[config.mk]
export PLATFORM = sky130hd
export DESIGN_NAME = register_file
export DESIGN_NICKNAME = d
export VERILOG_FILES = /design/src/rtl/regfile_pkg.sv /design/src/rtl/rf_read_port.sv /design/src/rtl/register_file.sv
export SDC_FILE = /design/constraint.sdc
export NUM_CORES = 1
export LEC_CHECK = 0
export CAP_MARGIN = 20
export CORE_MARGIN = 1
export CORE_UTILIZATION = 50
export DETAILED_ROUTE_END_ITERATION = 10
export GPL_ROUTABILITY_DRIVEN = 0
export GPL_TIMING_DRIVEN = 0
export PLACE_DENSITY_LB_ADDON = 0.08
export SYNTH_ARGS = -nofsm -noshare
export SYNTH_HDL_FRONTEND = slang
export SYNTH_SLANG_ARGS = --single-unit
[constraint.sdc]
create_clock -name clk -period 2 [get_ports clk]
set_input_delay 0.4 -clock clk [delete_from_list [all_inputs] [get_ports clk]]
set_output_delay 0.4 -clock clk [all_outputs]
set_load 0.005 [all_outputs]
[src/rtl/regfile_pkg.sv]
// Shared sizing and typedefs for the 20-bit datapath register file.
// Decode and writeback use reg_addr_t/reg_data_t for selects and write data.
package regfile_pkg;
  localparam int DATA_W   = 20;
  localparam int ADDR_W   = 4;
  localparam int NUM_REGS = 16;

  typedef logic [ADDR_W-1:0] reg_addr_t;
  typedef logic [DATA_W-1:0] reg_data_t;
endpackage

[src/rtl/rf_read_port.sv]
// One combinational read port: NUM_REGS:1 mux over the storage array.
// Defining REGFILE_BYPASS_EN forwards same-cycle write data to a matching select.
module rf_read_port
  import regfile_pkg::*;
#(
  parameter int P_DATA_W   = DATA_W,
  parameter int P_ADDR_W   = ADDR_W,
  parameter int P_NUM_REGS = NUM_REGS
) (
  input  logic [P_NUM_REGS-1:0][P_DATA_W-1:0] regs,
  input  logic [P_ADDR_W-1:0]                 sel,
  input  logic                                wr_en,
  input  logic [P_ADDR_W-1:0]                 wr_addr,
  input  logic [P_DATA_W-1:0]                 wr_data,
  output logic [P_DATA_W-1:0]                 rd_data
);

`ifdef REGFILE_BYPASS_EN
  always_comb begin
    rd_data = regs[sel];
    if (wr_en && (sel == wr_addr)) begin
      rd_data = wr_data;
    end
  end
`else
  // Write-side inputs only matter when forwarding is built in.
  logic unused_bypass;
  assign unused_bypass = ^{wr_en, wr_addr, wr_data};

  always_comb begin
    rd_data = regs[sel];
  end
`endif

endmodule

[src/rtl/register_file.sv]
// 16 x 20-bit register file: one synchronous write port, two combinational reads.
// Optional write-to-read forwarding is enabled with the REGFILE_BYPASS_EN macro.
module register_file
  import regfile_pkg::*;
#(
  parameter int DATA_W   = regfile_pkg::DATA_W,
  parameter int ADDR_W   = regfile_pkg::ADDR_W,
  parameter int NUM_REGS = regfile_pkg::NUM_REGS
) (
  input  logic              clk,
  input  logic              Reset,
  input  logic              RW,
  input  logic [ADDR_W-1:0] Dest,
  input  logic [DATA_W-1:0] Data,
  input  logic [ADDR_W-1:0] Reg1,
  input  logic [ADDR_W-1:0] Reg2,
  output logic [DATA_W-1:0] out_reg1,
  output logic [DATA_W-1:0] out_reg2
);

  logic [NUM_REGS-1:0][DATA_W-1:0] regs_q;
  logic [NUM_REGS-1:0][DATA_W-1:0] regs_d;
  logic                            wr_active;

  // Reset wins over a coincident write; register 0 is an ordinary register.
  always_comb begin
    regs_d = regs_q;
    if (!Reset) begin
      regs_d = '0;
    end else if (RW) begin
      regs_d[Dest] = Data;
    end
  end

  always_ff @(posedge clk) begin
    regs_q <= regs_d;
  end

  assign wr_active = RW && Reset;

  rf_read_port #(
    .P_DATA_W   (DATA_W),
    .P_ADDR_W   (ADDR_W),
    .P_NUM_REGS (NUM_REGS)
  ) u_read_port1 (
    .regs    (regs_q),
    .sel     (Reg1),
    .wr_en   (wr_active),
    .wr_addr (Dest),
    .wr_data (Data),
    .rd_data (out_reg1)
  );

  rf_read_port #(
    .P_DATA_W   (DATA_W),
    .P_ADDR_W   (ADDR_W),
    .P_NUM_REGS (NUM_REGS)
  ) u_read_port2 (
    .regs    (regs_q),
    .sel     (Reg2),
    .wr_en   (wr_active),
    .wr_addr (Dest),
    .wr_data (Data),
    .rd_data (out_reg2)
  );

endmodule

Yosys cells after proc, flatten, opt, wreduce, memory -nomap -nowiden
Cells that the tools add are included.

Multiplexer cells: 7. Order comparisons: 4. Reduce and logical (&&, ||, !) cells: 1.

Operators by type and width (number): $bwmux 320 (1); $bmux 20 s4 (2); $demux 20 s4 (1); $mux 20 (3); $lt 4x5->1 const B (3); $ge 4x1->1 const B (1); $logic_and 1x1->1 (1).

Output and inout bits: 40. Bits in registers: 320. Word-level logic and storage cells: 28. Input port bits: 35.

Logic depth before layout (Yosys ltp)
Gate-level depths: netlist (run 1).

Depth after elaboration: 5. Depth in mapped cells: 6. Depth with buffers taken out: 3.

Hierarchy
Synthesis (run 1) repeated with hierarchy kept, for this count alone.

Cells, all modules: 1441. Area, all modules: 16344.4 um^2.

Modules (own cells, without submodules): register_file (seq. area each 6406.1 um^2, cells an instance 1101, area each 11522.3 um^2, instances 1); rf_read_port (seq. area each 0.0 um^2, cells an instance 170, area each 2411.1 um^2, instances 2).

Worst setup path after synthesis (run 1)
OpenSTA, ideal clock, no wires.

Path kind: in2out. Start point: input port Reg1[0]. End point: output port out_reg1[10]. Data required time: 1600 ps. Data arrival time: 1488 ps. Stages: 6. Path buffers: 3. Path slack: 112 ps. Path through: buf_6 > buf_4 > buf_2 > mux4_2 > a22oi_1 > nand2_1.

Longest elaborated chain between the ends: 2.

Ends and longest elaborated chain: start: declaration (RTL line register_file.sv:15) `input logic [ADDR_W-1:0] Reg1,`; $bmux 20 s4 (RTL line rf_read_port.sv:31) `rd_data = regs[sel];`; $mux 20 (implied by the code) (RTL line rf_read_port.sv:31); end: declaration (RTL line register_file.sv:17) `output logic [DATA_W-1:0] out_reg1,`.

Every way passes these cells. The select of a mux whose other input is x is not followed.

Worst setup path after layout (run 1)
Start point: register regs_q[28] (netlist name). End point: output port out_reg1[8].

Longest elaborated chain between the ends: 2.

Ends and longest elaborated chain: start: declaration (RTL line register_file.sv:21) `logic [NUM_REGS-1:0][DATA_W-1:0] regs_q;`; start signal: assignment (RTL line register_file.sv:36) `regs_q <= regs_d;`; $bmux 20 s4 (RTL line rf_read_port.sv:31); $mux 20 (implied by the code) (RTL line rf_read_port.sv:31).

Every way passes these cells. The select of a mux whose other input is x is not followed.

==> results of run 1 <==
[cell usage after synthesis]
cell type  number
and2_1          3
buf_6          16
clkbuf_2        9
clkbuf_1      162
nor3b_2         1
a21boi_0      204
nor2_1          3
nand2b_1        2
or3b_2          2
a21boi_1      116
o21ai_0       320
and3_1          2
buf_1           4
nand3_1       322
buf_2          66
mux4_2        128
buf_4          14
nand3b_1        4
or2_1           1
dfxtp_1       320
nand2_1        41
and3b_1         4
nor3b_4         1
nor2b_1         6
mux4_1         32
a22oi_1        80
[metrics by stage]
stage	worst slack [ns]	power [mW]
floorplan	0.112	7.67
global placement	-1.04	8.23
detailed placement	-1.05	8.26
CTS	-0.315	15.2
global route	-0.371	15.6
finish	-0.338	15.2
[metal layers]
metal	vias to the layer above	share of wire, %	track usage (%)
met1	8089	38	44.2
met5	-	0.20	2.47
met4	2	3.7	13.7
met2	736	49	60.5
met3	147	9.2	7.02
li1	7214	-	-
[cells in the final DEF, fill, tap and decap left out, types with 3 or more instances in the layout]
master           Yosys  routed
a21boi_0           204     204
nor2_1               3       3
clkbuf_2             9      21
clkbuf_16            0      39
nand3_1            322     322
clkbuf_8             0      11
a22oi_1             80      25
nand2_1             41      25
dfxtp_1            320     261
buf_8                0       8
nand2_2              0      16
clkdlybuf4s50_1      0       7
bufinv_16            0       3
buf_12               0       5
mux4_1              32       9
o21ai_0            320     320
buf_1                4       4
clkinv_2             0       4
clkbuf_4             0       7
nand3b_1             4       4
mux4_2             128     151
clkbuf_1           162     145
a22oi_2              0      55
buf_2               66      83
buf_4               14      13
dfxtp_2              0      59
nor2b_1              6       4
a21boi_1           116     116
and3b_1              4       4
buf_6               16      28
[critical path: stages, from the launching register on]
cell and delay (ns):
dfxtp_2 0.34, mux4_2 0.46, a22oi_2 0.31, nand2_2 0.14, buf_6 0.14
[kinds of logic (layout without fill, tap and decap cells)]
kind of cell / Yosys count / count (layout) / synth area share (%)
compound gates: 720 / 720 / 25.6
simple gates: 392 / 392 / 11.0
flops: 320 / 320 / 35.6
buf+inv: 271 / 382 / 7.13
mux: 160 / 160 / 20.7
other cells: 0 / 1 / 0
[cell type report]
class / instances / area, µm²
flip-flops and latches: 320 / 6480
plain buffers: 269 / 1550
clock inverters: 9 / 128
multi-input cells: 1272 / 10500
well taps: 461 / 577
fillers: 3211 / 14800
clock buffers: 54 / 1090
repair buffers: 50 / 339
diodes: 1 / 2.50
[report_power, final]
group          internal, mW  total, mW  switching, mW
Combinational         0.591       1.73           1.13
Sequential             6.46       6.52         0.0627
Clock                  4.17       6.99           2.82
Total                  11.2       15.2           4.02
[repair_timing]
action | 4_1_cts | 5_1_grt
resized for setup | 354 | 72
endpoints found under the setup margin | 40 | 167
hold buffers | 0 | 0
buffers inserted | 1 | 0
pin swaps | 80 | 5
endpoints found under the hold margin | 0 | 0
[path summary, 6_finish.rpt]
kind               start     endpoint  slack [ns]  depth (start not counted)
min reg2reg  regs_q[301]  regs_q[301]        0.48                          2
max           regs_q[28]  out_reg1[8]       -0.34                          4
min             Data[19]  regs_q[279]        0.21                          3
max reg2reg  regs_q[235]  regs_q[235]        1.18                          3
==> reports/summary.txt, run 1 <==
run status -> finished with violations
failing checks -> negative setup slack
H-tree level count -> 2
Max VDD drop -> 0.817 mV
top cells by area, synth -> dfxtp_1, mux4_2, nand3_1
Initial Utilization -> 50.7%
vias -> 16188
clock slew seen by the registers of the worst setup and hold paths -> 0.06 ns
Final Setup Violations -> 40
# placed instances -> 2373
Tmin final -> 2.34 ns
Worst EP arrival -> 1.94 ns
Area Growth Syn to Fin -> 15.1%
WP data required -> 1.60 ns
routed length per instance -> 26.5 µm
Biggest register -> regs_q
actual slew at the worst max-slew pin -> 0.676 ns
Cell variety after synth -> 26
relative slew slack -> 54.9%
initial drt markers -> 1339
Core Util, Final -> 58.4%
LEAKAGE -> 6.85 nW
Yosys top cell area share -> 35.6%
Routed Antenna Nets -> 0
drt total wl -> 64400 µm
DRT Pass-1 Iters -> 6
clock latency on the worst-skew pair -> 0.55 ns
Hold Crit Class -> input pin to register
critical path class -> register to primary output
# rows -> 69
Final period util -> 117%
Post-Layout Cell Count -> 2436
Remaining DRCs -> 0
Peak Freq -> 428 MHz
global-route wire length before repair -> 97400 µm
DPL Wire Length -> 50800 µm
post-route cell area -> 0.0207 mm²
Syn. warnings -> 0
share of layout cells above drive strength 1 -> 25.9%
Max Buffers Root-to-Sink -> 3
total clock sinks -> 320
setup ws final -> -0.338 ns
max reg flops -> 320
Max Slew Vio Count -> 0
unrepaired setup endpoints after global routing -> true
sequential share of the synthesized area -> 35.6%
Tot GR Track Use -> 35.6%
setup TNS -> -10.16 ns
Post-Syn Nets -> 1898
Die Span X -> 192 µm
core footprint -> 0.0355 mm²
biggest regs -> regs_q x320
cells after synthesis -> 1863
height of the die -> 192 µm
Final #Nets -> 1986
power density cells -> 736 mW/mm²
leading area contributor after synthesis -> dfxtp_1
CP Capture Type -> primary output
register bit total from synthesis -> 320
Post-Syn Area -> 0.0180 mm²
CTS root buf -> clkbuf_16
TritonCTS clock tree -> done
initial antenna violation count -> 1
grt ovf -> 0
number of CTS-inserted buffers -> 38
Clock Skew -> 0 ns
largest net degree at the start of global routing -> 13
Buffers on Ports -> 49
routed vias/inst -> 6.65
maximum net fanout on the critical path -> 3
dpl cell area -> 0.0191 mm²
I/O pin cnt -> 75
Min Hold Slack -> 0.207 ns
die area -> 0.0368 mm²
post-synthesis average cell area -> 9.66 µm²
Max Cap Viol -> 0
vias in the first global route -> 15892
Hold Vio Cnt, Final -> 0
Worst setup SP type -> register
No activity file was read; power rests on OpenSTA's default activity.
==> inputs of run 2 (changes only) <==
--- a/config.mk
+++ b/config.mk
@@ -6,12 +6,14 @@
 export NUM_CORES = 1
 export LEC_CHECK = 0
 export CAP_MARGIN = 20
+export CORE_ASPECT_RATIO = 1.4
 export CORE_MARGIN = 1
 export CORE_UTILIZATION = 50
 export DETAILED_ROUTE_END_ITERATION = 10
 export GPL_ROUTABILITY_DRIVEN = 0
 export GPL_TIMING_DRIVEN = 0
 export PLACE_DENSITY_LB_ADDON = 0.08
+export RECOVER_POWER = 25
 export SYNTH_ARGS = -nofsm -noshare
 export SYNTH_HDL_FRONTEND = slang
 export SYNTH_SLANG_ARGS = --single-unit
==> run 2 against run 1 <==
The flow still finishes with violations (negative setup slack). Setup slack better by 0.067 ns. Non-clock buffer count up 4. Clock power is 4.4% higher. Hold slack better by 0.026 ns. Sequential share of layout area is 0.36 points lower. Total power rose by 2.5%. Wire length grew 1.5%. Fmax is 2.9% higher. Via count is essentially flat. Sequential power is essentially flat. Critical path type unchanged. Critical endpoint is now out_reg1[18].
==> reports/summary.txt, run 2 (synthesis results as in run 1) <==
Worst setup SP type -> register
Tmin final -> 2.27 ns
Tot GR Track Use -> 35.5%
ant diodes -> 0
min-delay src -> Data[19]
initial antenna violation count -> 0
Hold Crit Class -> input pin to register
Final Setup Violations -> 221
hold-critical path depth -> 3
DRT Pass-1 Iters -> 5
reg-to-reg slack, setup -> 1.25 ns
WP data required -> 1.60 ns
internal power -> 11.6 mW
Biggest register -> regs_q
max reg flops -> 320
run status -> finished with violations
leading cell types in the layout, fill and taps excluded -> nand3_1, o21ai_0, dfxtp_1
Remaining DRCs -> 0
fill count -> 3038
Max Cap Viol -> 0
Comb pwr share -> 11.5%
critical path class -> register to primary output
clock latency on the worst-skew pair -> 0.53 ns
failing checks -> negative setup slack
Final #Nets -> 1987
biggest regs -> regs_q x320
relative slew slack -> 49.1%
actual slew at the worst max-slew pin -> 0.764 ns
Post-Layout Cell Count -> 2433
share of layout cells above drive strength 1 -> 25.8%
number of CTS-inserted buffers -> 35
core footprint -> 0.0352 mm²
total clock sinks -> 320
TritonCTS clock tree -> done
initial drt markers -> 1599
CP cell instances -> mux4_2 > a22oi_2 > nand2_2 > buf_2
Area Growth Syn to Fin -> 16.1%
Die Span X -> 162 µm
Seq pwr share -> 41.7%
CP Capture Type -> primary output
Max Slew Vio Count -> 0
routed vias/inst -> 6.66
power density cells -> 747 mW/mm²
reg2reg start -> regs_q[112]
Initial Utilization -> 51.2%
Max Buffers Root-to-Sink -> 3
Worst EP arrival -> 1.87 ns
Crit-path slowest cell -> mux4_2
Max VDD drop -> 0.734 mV
largest net degree at the start of global routing -> 14
# placed instances -> 2368
maximum net fanout on the critical path -> 3
I/O pin cnt -> 75
setup ws final -> -0.271 ns
clock slew seen by the registers of the worst setup and hold paths -> 0.07 ns
H-tree level count -> 2
Peak Freq -> 440 MHz
LEAKAGE -> 6.94 nW
Reg2Reg Capture Point -> regs_q[112]
grt ovf -> 0
vias -> 16200
Clock Skew -> 0 ns
routed length per instance -> 26.9 µm
unrepaired setup endpoints after global routing -> true
DPL Wire Length -> 51100 µm
R2R cell count -> 2
drt total wl -> 65400 µm
Hold Vio Cnt, Final -> 0
CTS root buf -> clkbuf_16
Routed Antenna Nets -> 0
Buffers on Ports -> 49
multi-input combinational cell area -> 0.0105 mm²
leading cell type in the layout, fill and taps excluded -> nand3_1
die area -> 0.0368 mm²
register area -> 0.00646 mm²
Final period util -> 114%
Critical Path Max Stage Delay -> 0.51 ns
# rows -> 81
Sw Pwr -> 4.04 mW
vias in the first global route -> 16170
clock power share -> 46.8%
height of the die -> 226 µm
Final Power -> 15.6 mW
switch share -> 25.9%
global-route wire length before repair -> 97400 µm
Worst Hold Endpoint -> regs_q[219]
## run 2: what timing repair did
item,CTS,global route
hold buffers,0,0
endpoints found under the setup margin,40,177
buffers inserted,0,1
resized for setup,365,73
cloned,0,4
pin swaps,79,7
## run 2: power by group through the flow
stage / Clock, mW / Combinational, mW / Sequential (mW)
final: 7.30 / 1.80 / 6.52
after floorplan: 0 / 1.04 / 6.63
after CTS: 7.33 / 1.70 / 6.51
after global placement: 0 / 1.60 / 6.65
after detailed placement: 0 / 1.62 / 6.65
after global routing: 7.59 / 1.87 / 6.52
## run 2: worst max-delay path, delay by kind of cell (launching register included)
kind	cells	cell delay [ns]
flops	1	0.32
mux	1	0.51
compound gates	1	0.23
buf+inv	1	0.15
simple gates	1	0.13
## run 2: layout make-up
class	count	area share, %
Timing Repair Buffer	54	1.97
Clock buffer	47	4.90
Multi-Input combinational cell	1272	50.5
Clock inverter	15	1.21
Sequential cell	320	30.9
Tap cell	456	2.73
Buffer	269	7.78
## run 2: worst max path at each step
stage                 from  slack [ns]  cells after the start            to
3_3_place_gp       Reg2[3]       -1.07                      6  out_reg2[17]
3_5_place_dp       Reg2[3]       -1.09                      6  out_reg2[17]
5_1_grt        regs_q[317]       -0.32                      4  out_reg2[17]
4_1_cts        regs_q[238]       -0.26                      4  out_reg1[18]
2_1_floorplan      Reg1[0]        0.11                      6  out_reg1[10]
6_report       regs_q[318]       -0.27                      4  out_reg1[18]
## run 2: per-stage QoR
step	setup TNS, ns	setup slack, ns	hold WS, ns	util [%]	area [µm²]
2_1_floorplan	0	0.112	0.456	-	18000
6_report	-15.59	-0.271	0.233	59.4	20900
3_5_place_dp	-146.52	-1.09	0.475	54.2	19100
5_1_grt	-25.99	-0.324	0.265	59.4	20900
3_3_place_gp	-131.48	-1.07	0.467	54.2	19100
4_1_cts	-8.31	-0.265	0.216	58.7	20600
## run 2: routing by layer
metal | wire length [µm] | part of all wire, % | global-route usage (%)
met1 | 22800 | 35 | 38.6
met2 | 34000 | 52 | 64.3
met3 | 4330 | 6.6 | 5.65
met4 | 4190 | 6.4 | 21.6
met5 | 35 | 0.054 | 0
